[src/rtl/serial_loader_pkg.sv]
// Shared types and defaults for the serial loader: FSM state encoding and
// parameter defaults, plus a width helper for the prescale counter.
package serial_loader_pkg;

  typedef enum logic [1:0] {
    IDLE  = 2'd0,
    SHIFT = 2'd1,
    LATCH = 2'd2
  } state_e;

  localparam int DEF_WIDTH    = 4;
  localparam int DEF_PRESCALE = 1;

  // A divide-by-one still needs a 1-bit counter so the port stays legal.
  function automatic int ps_width(input int ps);
    return (ps > 1) ? $clog2(ps) : 1;
  endfunction

endpackage

[src/rtl/serial_loader_if.sv]
// Word-in / serial-out bus of the serial loader; slave side is the loader.
interface serial_loader_if #(
  parameter int WIDTH = serial_loader_pkg::DEF_WIDTH
);
  logic [WIDTH-1:0] input_data_3;
  logic             input_valid_4;
  logic             output_ready_5;
  logic             output_sdata_6;
  logic             output_shift_7;
  logic             output_latch_8;
  logic             output_busy_9;

  modport master (
    output input_data_3, input_valid_4,
    input  output_ready_5, output_sdata_6, output_shift_7,
    input  output_latch_8, output_busy_9
  );

  modport slave (
    input  input_data_3, input_valid_4,
    output output_ready_5, output_sdata_6, output_shift_7,
    output output_latch_8, output_busy_9
  );
endinterface

[src/rtl/serial_loader_tick.sv]
// Bit-period prescaler: counts 0..PRESCALE-1 while enabled and strobes on the
// last count, wrapping to 0 on that same edge.
module serial_loader_tick
  import serial_loader_pkg::*;
#(
  parameter int PRESCALE = DEF_PRESCALE
) (
  input  logic input_clock1_1,
  input  logic input_reset_2,
  input  logic en,
  input  logic clr,
  output logic tick
);

  localparam int              PS_W = ps_width(PRESCALE);
  localparam logic [PS_W-1:0] LAST = PS_W'(PRESCALE - 1);

  logic [PS_W-1:0] cnt;

  assign tick = en && (cnt == LAST);

  always_ff @(posedge input_clock1_1 or posedge input_reset_2) begin
    if (input_reset_2)    cnt <= '0;
    else if (clr || tick) cnt <= '0;
    else if (en)          cnt <= cnt + 1'b1;
  end

endmodule

[src/rtl/serial_loader.sv]
// Parallel-to-serial loader for an external shift register: shifts a word out
// MSB first with a shift strobe per bit, then pulses latch once.
module serial_loader
  import serial_loader_pkg::*;
#(
  parameter int WIDTH    = DEF_WIDTH,
  parameter int PRESCALE = DEF_PRESCALE
) (
  input  logic           input_clock1_1,
  input  logic           input_reset_2,
  serial_loader_if.slave bus
);

  localparam int              BC_W     = $clog2(WIDTH + 1);
  localparam logic [BC_W-1:0] LAST_BIT = BC_W'(WIDTH - 1);

  state_e           state, state_nxt;
  logic [WIDTH-1:0] shadow, shadow_nxt;
  logic [BC_W-1:0]  bit_cnt, bit_cnt_nxt;
  logic             tick;
  logic             accept;

  assign accept = (state == IDLE) && bus.input_valid_4;

  serial_loader_tick #(.PRESCALE(PRESCALE)) u_tick (
    .input_clock1_1 (input_clock1_1),
    .input_reset_2  (input_reset_2),
    .en             (state == SHIFT),
    .clr            (accept),
    .tick           (tick)
  );

  always_ff @(posedge input_clock1_1 or posedge input_reset_2) begin
    if (input_reset_2) begin
      state   <= IDLE;
      shadow  <= '0;
      bit_cnt <= '0;
    end else begin
      state   <= state_nxt;
      shadow  <= shadow_nxt;
      bit_cnt <= bit_cnt_nxt;
    end
  end

  always_comb begin
    state_nxt   = state;
    shadow_nxt  = shadow;
    bit_cnt_nxt = bit_cnt;
    case (state)
      IDLE: begin
        if (bus.input_valid_4) begin
          state_nxt   = SHIFT;
          shadow_nxt  = bus.input_data_3;
          bit_cnt_nxt = '0;
        end
      end
      SHIFT: begin
        if (tick) begin
          shadow_nxt  = {shadow[WIDTH-2:0], 1'b0};
          bit_cnt_nxt = bit_cnt + 1'b1;
          if (bit_cnt == LAST_BIT) state_nxt = LATCH;
        end
      end
      LATCH:   state_nxt = IDLE;
      default: state_nxt = IDLE;
    endcase
  end

  // Outputs decode registered state only; valid never reaches them.
  assign bus.output_ready_5 = (state == IDLE);
  assign bus.output_busy_9  = (state != IDLE);
  assign bus.output_sdata_6 = (state == SHIFT) && shadow[WIDTH-1];
  assign bus.output_shift_7 = tick;
  assign bus.output_latch_8 = (state == LATCH);

endmodule

[src/flat_wrapper.sv]
// flat-port wrapper written by rule: the top's interface ports become plain ports
module serial_loader_flat import serial_loader_pkg::*;
#(
  parameter int WIDTH    = DEF_WIDTH,
  parameter int PRESCALE = DEF_PRESCALE
)
  (input_clock1_1, input_reset_2, bus_input_data_3, bus_input_valid_4, bus_output_ready_5, bus_output_sdata_6, bus_output_shift_7, bus_output_latch_8, bus_output_busy_9);
  serial_loader_if #(.WIDTH(WIDTH)) bus_i ();
  input  logic input_clock1_1;
  input  logic input_reset_2;
  input wire logic [$bits(bus_i.input_data_3)-1:0] bus_input_data_3;
  input wire logic [$bits(bus_i.input_valid_4)-1:0] bus_input_valid_4;
  output wire logic [$bits(bus_i.output_ready_5)-1:0] bus_output_ready_5;
  output wire logic [$bits(bus_i.output_sdata_6)-1:0] bus_output_sdata_6;
  output wire logic [$bits(bus_i.output_shift_7)-1:0] bus_output_shift_7;
  output wire logic [$bits(bus_i.output_latch_8)-1:0] bus_output_latch_8;
  output wire logic [$bits(bus_i.output_busy_9)-1:0] bus_output_busy_9;
  assign bus_i.input_data_3 = bus_input_data_3;
  assign bus_i.input_valid_4 = bus_input_valid_4;
  assign bus_output_ready_5 = bus_i.output_ready_5;
  assign bus_output_sdata_6 = bus_i.output_sdata_6;
  assign bus_output_shift_7 = bus_i.output_shift_7;
  assign bus_output_latch_8 = bus_i.output_latch_8;
  assign bus_output_busy_9 = bus_i.output_busy_9;
  serial_loader #(.WIDTH(WIDTH), .PRESCALE(PRESCALE)) u_core (.input_clock1_1(input_clock1_1), .input_reset_2(input_reset_2), .bus(bus_i));
endmodule
[config.mk]
export PLATFORM = sky130hd
export DESIGN_NAME = serial_loader_flat
export DESIGN_NICKNAME = d
export VERILOG_FILES = /design/src/rtl/serial_loader_pkg.sv /design/src/rtl/serial_loader_if.sv /design/src/rtl/serial_loader_tick.sv /design/src/rtl/serial_loader.sv /design/src/flat_wrapper.sv
export SDC_FILE = /design/constraint.sdc
export NUM_CORES = 1
export LEC_CHECK = 0
export BUFFER_PORTS_ARGS = -buffer_cell sky130_fd_sc_hd__buf_4
export CORE_AREA = 2 2 39 41
export DETAILED_ROUTE_END_ITERATION = 8
export DIE_AREA = 0 0 41 43
export PLACE_DENSITY = 0.68
export SLEW_MARGIN = 20
export SYNTH_ARGS = -nofsm -noshare
export SYNTH_HDL_FRONTEND = slang
export SYNTH_SLANG_ARGS = --single-unit
[constraint.sdc]
create_clock -name input_clock1_1 -period 2.85 [get_ports input_clock1_1]
set_input_delay 0.285 -clock input_clock1_1 [delete_from_list [all_inputs] [get_ports input_clock1_1]]
set_output_delay 0.285 -clock input_clock1_1 [all_outputs]
set_load 0.05 [all_outputs]
==> reports/qor.yml <==
status: "finished, final reports clean"
finalCritPeriodShare_pct: 59.7
ant_nets: 0
synth_seq_area_share_pct: 45.9
layout-drive-gt1-share_pct: 37.1
critical_path_required_ns: 2.57
hpwl_um: 638
antenna_found_initial: 0
fin_util_pct: 49.4
ir_worst_vdd_mv: 0.419
syn-num-nets: 56
skew_ns: 0.000953
grt_overflow: 0
synth_compound_area_share_pct: 9.40
ioPinCount: 12
rsz0062_at_grt: "false"
leakage_nw: 0.361
crit_arrival_ns: 1.42
final_common_cell: "buf_4"
clkTransAtPathRegs_ns: 0.07
fin_setup_tns_ns: 0
syn_inst: 47
setup-violations-final: 0
cts_tree: "yes"
firstDrtPassIters: 1
slew_headroom_pct: 74.6
timing_hold_violations_final: 0
routed_wl_um: 903
cts-root-buf: "clkbuf_4"
die_width_um: 41
gp_congestion: 0.735
vias: 374
crit_fanout: 8
core_area_um2: 1380
yosysWarnings: 0
netlist-cell-type-count: 20
die-area_um2: 1760
io_buffer_count: 11
htreeDepth: 1
drv_cap: 0
clock_tree.buffer_depth: 2
tightest_slew_ns: 0.380
multi_input_area_um2: 258
num_rows: 14
fp.dieH_um: 43
slew_violations: 0
critical_path_class: "reg2out"
vias_per_cell: 4.79
fillCellCount: 130
power_density_nw_per_um2: 1230
cts_buffers: 3
wl_per_cell_um: 11.6
final_cell_mix: "buf_4, dfrtp_1, inv_1"
synth_xor_area_share_pct: 0
drc: 0
worstHoldPathType: "in2reg"
finalNetCount: 72
grt.total_usage_pct: 14.7
end_kind: "output port"
synth_fa_ha_area_share_pct: 4.59
grt_pass1_vias: 382
post-route-min-period_ns: 1.70
muxShareOfSynthArea_pct: 20.2
regArea_um2: 250
synth_area_per_cell_um2: 11.6
drt_iter0_markers: 0
synth_top_family_by_area: "multiplexers"
grt_start_max_net_pins: 11
initial_core_util_pct: 39.4
synth-simple-area-share_pct: 13.1
n_antenna_cell: 0
worstSkewPairLatency_ns: 0.27
critPathLaunchType: "register"
area_delta_synth_final_pct: 25.2
ys_ff_latch: 10
grt_pass1_wl_um: 1570
max_freq_mhz: 588
netlist_area_um2: 546
clock_sink_count: 10
## cell usage after synthesis
library cell | n | area, um^2
ha_1 | 2 | 25.0
nor2_1 | 5 | 18.8
o21ai_0 | 1 | 5.00
buf_6 | 1 | 11.3
mux2i_1 | 2 | 20.0
o21bai_1 | 1 | 7.51
and2_1 | 1 | 6.26
and2b_2 | 1 | 8.76
a21o_1 | 1 | 7.51
dfrtp_1 | 10 | 250
nand3_1 | 1 | 5.00
nand2b_1 | 2 | 12.5
inv_1 | 7 | 26.3
mux2_4 | 6 | 90.1
nor3b_1 | 1 | 7.51
nor3_1 | 1 | 5.00
a21oi_4 | 1 | 16.3
or2b_1 | 1 | 7.51
a22o_1 | 1 | 8.76
a31oi_1 | 1 | 6.26
## sequential cells by signal, indices dropped and copies added (netlist names)
| signal | cells |
|---|---|
| u_core.bit_cnt | 3 |
| u_core.shadow | 4 |
| u_core.state | 2 |
| u_core.u_tick.cnt | 1 |
## critical path, cell delays in order (launching register included)
cell,delay (ns)
dfrtp_1,0.44
nand2b_1,0.33
nor2_1,0.16
buf_4,0.21
## logic make-up (layout without fill, tap and decap cells)
| logic type | count (synthesis) | in the layout |
|---|---|---|
| and+or+nand+nor | 13 | 13 |
| DFF | 10 | 10 |
| muxes | 8 | 8 |
| buffers and inverters | 8 | 23 |
| AOI/OAI and AO/OA | 6 | 6 |
| adders and majority gates | 2 | 2 |
## repair_timing
| item | in CTS | in global routing |
|---|---|---|
| gates resized for setup | 0 | 0 |
| hold buffers | 1 | 0 |
| setup buffers | 0 | 0 |
| endpoints found under the hold margin | 2 | 0 |
| setup endpoints to repair | 0 | 0 |
## path summary, 6_finish.rpt
check | start | endpoint | slack (ns) | cells after the start
max | u_core.state[1] | bus_output_shift_7 | 1.15 | 3
min | bus_input_data_3[0] | u_core.shadow[0] | 0.27 | 3
max reg2reg | u_core.state[1] | u_core.shadow[1] | 1.34 | 3
min reg2reg | u_core.bit_cnt[2] | u_core.bit_cnt[2] | 0.51 | 1
max in group asynchronous | input_reset_2 | u_core.bit_cnt[0] | 2.04 | 3
min in group asynchronous | input_reset_2 | u_core.shadow[3] | 0.54 | 3
## metrics by stage
step / instance area, um^2 / instances / setup slack (ns) / power, mW / hold WS [ns]
after floorplan: 546 / 47 / 0.950 / 0.629 / 0.125
after detailed placement: 637 / 73 / 1.36 / 0.712 / 0.291
after global placement: 637 / 73 / 1.38 / 0.704 / 0.293
final: 683 / 78 / 1.15 / 0.839 / 0.274
after global routing: 683 / 78 / 1.03 / 0.901 / 0.293
after CTS: 683 / 78 / 1.14 / 0.849 / 0.271
## per-layer routing
metal,up-vias,GRT usage [%],share of wire [%]
li1,185,-,-
met1,173,18.9,49
met2,11,17.2,40
met3,5,4.71,5.8
met4,0,16.0,5.1
met5,-,0,0
## layout make-up
type | count | area share [%]
well taps | 16 | 2.93
inverters | 7 | 3.85
flip-flops and latches | 10 | 36.6
clock buffers | 4 | 5.31
multi-input cells | 29 | 37.7
repair buffers | 12 | 13.6
## power by group
| part | leakage, nW | switching (mW) | internal (mW) |
|---|---|---|---|
| Combinational | 0.212 | 0.251 | 0.220 |
| Clock | 0.0210 | 0.0541 | 0.0777 |
| Sequential | 0.127 | 0.0406 | 0.195 |
(Power assumes the default switching activity.)
